--- src/rtl/truth_table_sweep_if.sv ---
// truth_table_sweep_if
//
// Groups the stimulus/capture signals of the truth-table sweeper into one
// bundle. The clock and reset are not part of the bundle and stay plain
// ports on the sweeper.
//
// Signals:
//   start          begin a sweep (taken only while the sweeper is idle)
//   f              output of the block under test
//   golden         expected table, bit k is expected f for vector k
//   vec            stimulus vector driven into the block under test
//   busy           high while a sweep is running
//   done           one-cycle pulse when a sweep completes
//   table_out      captured table, bit k is f sampled for vector k
//   mismatch_count number of captured bits that differ from golden
//   pass           last completed sweep had zero mismatches
//
// Modports:
//   master  the side that owns the block under test and reads results
//   slave   the sweeper itself
interface truth_table_sweep_if #(
    parameter int N_IN = 4
);
    logic                   start;
    logic                   f;
    logic [(1<<N_IN)-1:0]   golden;
    logic [N_IN-1:0]        vec;
    logic                   busy;
    logic                   done;
    logic [(1<<N_IN)-1:0]   table_out;
    logic [N_IN:0]          mismatch_count;
    logic                   pass;

    modport master (
        output start, f, golden,
        input  vec, busy, done, table_out, mismatch_count, pass
    );

    modport slave (
        input  start, f, golden,
        output vec, busy, done, table_out, mismatch_count, pass
    );
endinterface

--- src/rtl/truth_table_sweep.sv ---
// truth_table_sweep
//
// Exhaustive stimulus-and-capture stage for a small combinational block.
// A start request walks every N_IN-bit vector in ascending order, holds each
// vector for SETTLE+1 cycles, samples the block output f on the last edge of
// that window into a captured table, and counts differences against a
// golden table. A pass flag and one-cycle done pulse close the sweep.
//
// Parameters:
//   N_IN    number of inputs of the block under test (1..6)
//   SETTLE  extra hold cycles per vector before sampling (0..15)
//
// Ports:
//   clk  rising-edge clock
//   rst  asynchronous active-high reset
//   bus  truth_table_sweep_if slave modport (start, f, golden in;
//        vec, busy, done, table_out, mismatch_count, pass out)
module truth_table_sweep #(
    parameter int N_IN   = 4,
    parameter int SETTLE = 1
) (
    input  logic                 clk,
    input  logic                 rst,
    truth_table_sweep_if.slave   bus
);

    localparam int                TBL_W    = 1 << N_IN;
    localparam logic [N_IN-1:0]   VEC_LAST = {N_IN{1'b1}};
    localparam logic [N_IN-1:0]   VEC_ONE  = 1;
    localparam logic [N_IN:0]     MIS_ZERO = '0;
    localparam logic [3:0]        SETTLE_C = 4'(SETTLE);

    typedef enum logic [1:0] {
        IDLE,
        RUN,
        FINISH
    } state_t;

    state_t              state_q, state_d;
    logic [N_IN-1:0]     vec_q, vec_d;
    logic [3:0]          cnt_q, cnt_d;
    logic [TBL_W-1:0]    table_q, table_d;
    logic [N_IN:0]       mis_q, mis_d;
    logic                busy_q, busy_d;
    logic                done_q, done_d;
    logic                pass_q, pass_d;

    logic                missBit;
    logic [N_IN:0]       misNext;

    // All architectural state lives here; reset clears everything at once so
    // a reset in the middle of a sweep abandons it without a trace.
    always_ff @(posedge clk or posedge rst) begin
        if (rst) begin
            state_q <= IDLE;
            vec_q   <= '0;
            cnt_q   <= '0;
            table_q <= '0;
            mis_q   <= '0;
            busy_q  <= 1'b0;
            done_q  <= 1'b0;
            pass_q  <= 1'b0;
        end else begin
            state_q <= state_d;
            vec_q   <= vec_d;
            cnt_q   <= cnt_d;
            table_q <= table_d;
            mis_q   <= mis_d;
            busy_q  <= busy_d;
            done_q  <= done_d;
            pass_q  <= pass_d;
        end
    end

    // Next-state logic. The settle counter counts up to SETTLE and the edge
    // on which it equals SETTLE is the sample edge for the current vector.
    // The pass flag is derived from the count including the final compare,
    // so it uses misNext rather than the registered count.
    always_comb begin
        state_d = state_q;
        vec_d   = vec_q;
        cnt_d   = cnt_q;
        table_d = table_q;
        mis_d   = mis_q;
        busy_d  = busy_q;
        done_d  = done_q;
        pass_d  = pass_q;
        missBit = bus.f ^ bus.golden[vec_q];
        misNext = mis_q + {{N_IN{1'b0}}, missBit};

        case (state_q)
            IDLE: begin
                if (bus.start) begin
                    state_d = RUN;
                    busy_d  = 1'b1;
                    vec_d   = '0;
                    cnt_d   = '0;
                    table_d = '0;
                    mis_d   = '0;
                    pass_d  = 1'b0;
                end
            end

            RUN: begin
                if (cnt_q != SETTLE_C) begin
                    cnt_d = cnt_q + 4'd1;
                end else begin
                    table_d[vec_q] = bus.f;
                    mis_d          = misNext;
                    cnt_d          = '0;
                    if (vec_q != VEC_LAST) begin
                        vec_d = vec_q + VEC_ONE;
                    end else begin
                        state_d = FINISH;
                        busy_d  = 1'b0;
                        done_d  = 1'b1;
                        pass_d  = (misNext == MIS_ZERO);
                    end
                end
            end

            FINISH: begin
                done_d  = 1'b0;
                state_d = IDLE;
            end

            default: begin
                state_d = IDLE;
            end
        endcase
    end

    assign bus.vec            = vec_q;
    assign bus.busy           = busy_q;
    assign bus.done           = done_q;
    assign bus.table_out      = table_q;
    assign bus.mismatch_count = mis_q;
    assign bus.pass           = pass_q;

endmodule

--- src/flat_wrapper.sv ---
// flat-port wrapper written by rule: the top's interface ports become plain ports
module truth_table_sweep_flat 
#(
    parameter int N_IN   = 4,
    parameter int SETTLE = 1
)
  (clk, rst, bus_start, bus_f, bus_golden, bus_vec, bus_busy, bus_done, bus_table_out, bus_mismatch_count, bus_pass);
  truth_table_sweep_if #(.N_IN(N_IN)) bus_i ();
  input  logic clk;
  input  logic rst;
  input wire logic [$bits(bus_i.start)-1:0] bus_start;
  input wire logic [$bits(bus_i.f)-1:0] bus_f;
  input wire logic [$bits(bus_i.golden)-1:0] bus_golden;
  output wire logic [$bits(bus_i.vec)-1:0] bus_vec;
  output wire logic [$bits(bus_i.busy)-1:0] bus_busy;
  output wire logic [$bits(bus_i.done)-1:0] bus_done;
  output wire logic [$bits(bus_i.table_out)-1:0] bus_table_out;
  output wire logic [$bits(bus_i.mismatch_count)-1:0] bus_mismatch_count;
  output wire logic [$bits(bus_i.pass)-1:0] bus_pass;
  assign bus_i.start = bus_start;
  assign bus_i.f = bus_f;
  assign bus_i.golden = bus_golden;
  assign bus_vec = bus_i.vec;
  assign bus_busy = bus_i.busy;
  assign bus_done = bus_i.done;
  assign bus_table_out = bus_i.table_out;
  assign bus_mismatch_count = bus_i.mismatch_count;
  assign bus_pass = bus_i.pass;
  truth_table_sweep #(.N_IN(N_IN), .SETTLE(SETTLE)) u_core (.clk(clk), .rst(rst), .bus(bus_i));
endmodule
--- config.mk ---
export PLATFORM = sky130hd
export DESIGN_NAME = truth_table_sweep_flat
export DESIGN_NICKNAME = d
export VERILOG_FILES = /design/src/rtl/truth_table_sweep_if.sv /design/src/rtl/truth_table_sweep.sv /design/src/flat_wrapper.sv
export SDC_FILE = /design/constraint.sdc
export NUM_CORES = 1
export LEC_CHECK = 0
export ABC_AREA = 1
export CAP_MARGIN = 5
export CORE_MARGIN = 2
export CORE_UTILIZATION = 53
export CTS_CLUSTER_DIAMETER = 100
export DETAILED_ROUTE_END_ITERATION = 6
export PLACE_DENSITY = 0.84
export RECOVER_POWER = 25
export SETUP_SLACK_MARGIN = 0.2
export SYNTH_ARGS = -nofsm -noshare
export SYNTH_HDL_FRONTEND = slang
export SYNTH_SLANG_ARGS = --single-unit
--- constraint.sdc ---
create_clock -name clk -period 4.6 [get_ports clk]
set_input_delay 0.92 -clock clk [delete_from_list [all_inputs] [get_ports clk]]
set_output_delay 0.92 -clock clk [all_outputs]
set_load 0.05 [all_outputs]
Word-level counts from Yosys, hierarchy flattened
Index checks and enable logic that the tools add are counted.
{"block": "totals", "reg_bits": 34, "out_inout_bits": 28, "wordCells": 65, "input_bits": 20}
{"block": "op_classes", "n_addsub": 3, "n_bitwise": 1, "order_cmp": 2, "n_eq_ne": 8, "muxes": 32, "reduce_logical": 11}
{"op": "2-to-1 mux 16 bit", "n": 2}
{"op": "one-hot mux 16 bit (2 select lines)", "n": 1}
{"op": "bitwise mux 16 bit", "n": 1}
{"op": "2-to-1 mux 4 bit", "n": 4}
{"op": "one-hot mux 4 bit (2 select lines)", "n": 2}
{"op": "2-to-1 mux 1 bit", "n": 10}
{"op": "2-to-1 mux 5 bit", "n": 2}
{"op": "one-hot mux 5 bit (2 select lines)", "n": 1}
{"op": "AND reduction 3 bit", "n": 3}
{"op": "adder 4 x 1 -> 4 bit, second input constant", "n": 2}
{"op": "AND reduction 4 bit", "n": 2}
{"op": "2-to-1 mux 2 bit", "n": 3}
{"op": "!= test 2 bit, second input constant", "n": 3}
{"op": "one-hot mux 1 bit (2 select lines)", "n": 3}
{"op": "adder 5 x 1 -> 5 bit", "n": 1}
{"op": "zero test 5 bit", "n": 1}
{"op": "< comparator 4 x 5 -> 1 bit, second input constant", "n": 1}
{"op": "binary-select mux 1 bit (select 4 bit)", "n": 1}
{"op": "demux 1 bit (select 4 bit)", "n": 1}
{"op": ">= comparator 4 x 1 -> 1 bit, second input constant", "n": 1}
{"op": "!= test 4 x 1 -> 1 bit, second input constant", "n": 1}
{"op": "!= test 4 bit, second input constant", "n": 1}
{"op": "one-hot mux 2 bit (2 select lines)", "n": 1}
{"op": "nonzero test 2 bit", "n": 2}
{"op": "7 further kinds", "n": 7}

Logic depth before layout (Yosys ltp)
{"block": "logic_depth", "ltp_word": 8, "depth_mapped": 18, "mapped_depth_nobuf": 16}

Worst setup path before layout
No wires, ideal clock.
{"block": "synth_timing", "path_type": "register to register", "startpoint": "reg u_core.vec_q[0] (netlist: u_core.bus.vec[0])", "endpoint": "reg u_core.pass_q (netlist: u_core.bus.pass)", "setup_ns": 0.128, "t_required_ns": 4.472, "synth_period_minus_slack_ns": 2.544, "stages_incl_launch_ff": 19, "n_path_buf": 2, "slack_ns": 2.056, "t_arrival_ns": 2.417, "cell_sequence": "dfrtp_1 -> buf_2 -> inv_1 -> buf_6 -> nand2_1 -> nand3_1 -> nand2_1 -> nand2_1 -> nand2_1 -> nor2_1 -> nor2_1 -> nor2_1 -> ha_1 -> ha_1 -> nand3_1 -> xor2_1 -> nor2_1 -> nand3_1 -> o21ai_0"}
{"block": "synth_between", "elab_chain_len": 8, "word_cells_on_any_way": 11, "classes_between": "1 x add/sub; 2 x eq/ne; 5 x mux; 1 x bitwise; 2 x reduce/logical"}
{"element": "start: declaration", "line": "truth_table_sweep.sv:40", "rtl": "logic [N_IN-1:0] vec_q, vec_d;"}
{"element": "start signal: assignment", "line": "truth_table_sweep.sv:65", "rtl": "vec_q <= vec_d;"}
{"element": "binary-select mux 1 bit (select 4 bit)", "line": "truth_table_sweep.sv:88", "rtl": "missBit = bus.f ^ bus.golden[vec_q];"}
{"element": "2-to-1 mux 1 bit (implied by the code)", "line": "truth_table_sweep.sv:88"}
{"element": "bitwise XOR 1 bit", "line": "truth_table_sweep.sv:88"}
{"element": "adder 5 x 1 -> 5 bit", "line": "truth_table_sweep.sv:89", "rtl": "misNext = mis_q + {{N_IN{1'b0}}, missBit};"}
{"element": "zero test 5 bit", "line": "truth_table_sweep.sv:117", "rtl": "pass_d = (misNext == MIS_ZERO);"}
{"element": "2-to-1 mux 1 bit", "line": "truth_table_sweep.sv:111", "rtl": "if (vec_q != VEC_LAST) begin"}
{"element": "2-to-1 mux 1 bit", "line": "truth_table_sweep.sv:105", "rtl": "if (cnt_q != SETTLE_C) begin"}
{"element": "one-hot mux 1 bit (2 select lines)", "line": "truth_table_sweep.sv:91", "rtl": "case (state_q)"}
{"element": "end signal: assignment", "line": "truth_table_sweep.sv:71", "rtl": "pass_q <= pass_d;"}
{"element": "end: declaration", "line": "truth_table_sweep.sv:46", "rtl": "logic pass_q, pass_d;"}
Parallel ways exist; a longest one is shown, timed or not. The select of a mux whose other input is x is not followed.
A chain may end at the register's enable or synchronous reset.

Final worst setup path
{"block": "layout_timing", "startpoint": "in bus_golden[11]", "endpoint": "reg u_core.pass_q (netlist: u_core.bus.pass)"}
{"block": "layout_between", "elab_chain_len": 8}
{"element": "start: declaration", "line": "flat_wrapper.sv:13", "rtl": "input wire logic [$bits(bus_i.golden)-1:0] bus_golden;"}
{"element": "binary-select mux 1 bit (select 4 bit)", "line": "truth_table_sweep.sv:88"}
{"element": "2-to-1 mux 1 bit (implied by the code)", "line": "truth_table_sweep.sv:88"}
{"element": "bitwise XOR 1 bit", "line": "truth_table_sweep.sv:88"}
{"element": "adder 5 x 1 -> 5 bit", "line": "truth_table_sweep.sv:89"}
{"element": "zero test 5 bit", "line": "truth_table_sweep.sv:117"}
{"element": "2-to-1 mux 1 bit", "line": "truth_table_sweep.sv:111"}
{"element": "2-to-1 mux 1 bit", "line": "truth_table_sweep.sv:105"}
{"element": "one-hot mux 1 bit (2 select lines)", "line": "truth_table_sweep.sv:91"}
No other way between the ends. The select of a mux whose other input is x is not followed.

==> run metrics <==
status completed; post-route ant nets 0; Synth Register Bits 34; antenna diode count 0; setup total negative slack 0 ns; Max Slew Vio Count 0; synth-to-layout area growth 26.7%; Final Util 69.8%; share of layout cells above drive strength 1 6.27%; Max Cap Viol 0; Crit path required time 4.75 ns; vias in the first global route 1,615; Leakage Power 1.21 nW; DRC viols 0; final hold vios 0; Worst Hold End u_core.cnt_q[2]; Worst R2R Path Depth 16; crit start category input port; critical path type input port to flip-flop; core area 3660 sq um; full die area 4320 sq um; FMAX 366 MHz; wire length per cell after detailed routing 12.5 um; Final nets 332; first-pass GRT wire length 7.56 mm; largest net degree at the start of global routing 24; Setup violations, final 0; detailed-route via count 1,817; postcts setup bufs 0; Tot GR Track Use 22.8%; Mean Syn Cell Area 7.88 sq um; hold depth 1; Slew headroom 42.8%; Cell Area, Placed 2490 sq um; reg2reg setup slack 2.05 ns; hold_sp u_core.cnt_q[2]; initial DRC count 141; Syn Nets 284; post-route setup slack 1.87 ns; initial antenna violation count 0; critical path arrival 2.89 ns; register area share after synthesis 42.2%; 1st-pass router iterations 4; RR Endpoint u_core.bus.pass; post-DR vias/cell 5.18; Max FO, Critical Path 2; CTS tree built; Post-CTS Resized 0; top-level I/O count 48; most common cell after layout, fill and taps aside nand2_1; Clock transition at path regs 0.06 ns; final wirelength 4.37 mm; Starting Density 55.1%; Syn Inst Count 256; skew final 0.00939 ns; overall power 1.61 mW; port bufs 47; CTS root buffer clkbuf_8; Num CTS Buffers 5; clk buf depth 2; type of the tightest min-delay check flip-flop to flip-flop; Max VDD drop 0.356 mV; Distinct cells, synth 26; RSZ-0062 raised after global routing no; Cell Rows 22; grt ovf 0; Least-Margin Pin Slew 0.857 ns; H-tree Lvls 2; worst skew pair latency 0.28 ns; clock sinks 34; Final GP Congestion 0.875; # hold bufs at CTS 0; Die Y-Extent 65.7 um; Final Critical Period 2.73 ns; pwr dens 632 nW/um^2; Final Cycle Share 59.4%; commonest cells after routing, fill and taps aside 67 x nand2_1, 45 x clkdlybuf4s50_1, 44 x inv_1; Critical Path Sink Type flip-flop; chip width 65.7 um; Mapped Area 2020 sq um; placed wire-length estimate 3.22 mm; YS warnings 0; final instance area 2560 sq um; reg2reg start u_core.bus.vec[0]; DP Worst Slack 1.60 ns
==> metrics by stage <==
stage | hold WS [ns] | instances
after floorplan | 0.454 | 256
after global placement | 0.475 | 345
after detailed placement | 0.474 | 345
after CTS | 0.488 | 351
after global routing | 0.512 | 351
final | 0.491 | 351
==> synthesized netlist by cell type <==
library cell	instances	area share (%)
a21boi_2	1	0.56
a21oi_1	7	1.7
a31oi_1	1	0.31
buf_2	2	0.50
buf_6	5	2.8
dfrtp_1	34	42
ha_1	8	5.0
inv_1	44	8.2
inv_2	3	0.56
inv_4	1	0.31
nand2_1	65	12
nand2_2	2	0.62
nand2_4	3	1.7
nand3_1	17	4.2
nand3_4	1	0.87
nand4_1	1	0.31
nor2_1	13	2.4
nor2_4	2	1.1
nor3_1	1	0.25
o211ai_1	1	0.37
o21ai_0	19	4.7
o21ai_2	1	0.43
o22ai_1	7	2.2
o31ai_1	12	4.5
xnor2_1	1	0.43
xor2_1	4	1.7
==> worst max path at each step <==
stage / startpoint / endpoint / slack (ns) / cells after the start
final: bus_golden[11] / u_core.bus.pass / 1.87 / 17
after CTS: bus_golden[9] / u_core.bus.pass / 1.88 / 17
after global placement: bus_golden[9] / u_core.bus.pass / 1.67 / 17
after detailed placement: bus_golden[11] / u_core.bus.pass / 1.60 / 17
after global routing: bus_golden[9] / u_core.bus.pass / 1.65 / 16
after floorplan: u_core.bus.vec[0] / u_core.bus.pass / 2.06 / 18
==> logic make-up (layout without fill, tap and decap cells) <==
| logic type | Yosys count | after routing | synth area share [%] |
|---|---|---|---|
| and+or+nand+nor | 105 | 105 | 23.6 |
| buffers and inverters | 55 | 102 | 12.3 |
| AOI/OAI and AO/OA | 49 | 49 | 14.8 |
| DFF | 34 | 34 | 42.2 |
| adders and majority gates | 8 | 8 | 4.96 |
| xor gates and xnor gates | 5 | 5 | 2.17 |
==> worst max-delay path, stage by stage <==
cell	delay [ns]
clkdlybuf4s50_1	0.45
inv_1	0.04
nand2_1	0.05
nand3_1	0.07
nand2_1	0.07
nand2_1	0.04
nand2_1	0.10
nor2_1	0.05
nor2_1	0.09
nor2_1	0.06
ha_1	0.19
ha_1	0.21
nand3_1	0.11
xor2_1	0.22
nor2_1	0.07
nand3_1	0.08
o21ai_0	0.08
==> final cells by class <==
type	instances	area, sq um
inverter	48	183
fill	293	1100
timing repair buffer	48	478
multi-input combinational	167	902
tap	48	60.1
sequential	34	851
clock buffer	6	82.6
==> state kept, by name, indices dropped and copies added, names as in the netlist <==
signal and cells:
u_core.bus.mismatch_count 5, u_core.bus.busy 1, u_core.state_q 2, u_core.cnt_q 4, u_core.bus.pass 1, u_core.bus.vec 4
u_core.bus.table_out 16, u_core.bus.done 1
==> layer usage <==
layer | vias up | routed length, um | GRT usage [%]
met3 | 6 | 205 | 4.97
met2 | 51 | 2090 | 35.1
li1 | 917 | - | -
met5 | - | 0 | 0
met4 | 0 | 44 | 6.51
met1 | 843 | 2030 | 32.2
==> power breakdown <==
part / switching (mW) / internal (mW)
Combinational: 0.639 / 0.297
Sequential: 0.0798 / 0.383
Clock: 0.100 / 0.115
No activity file was read; power rests on OpenSTA's default activity.
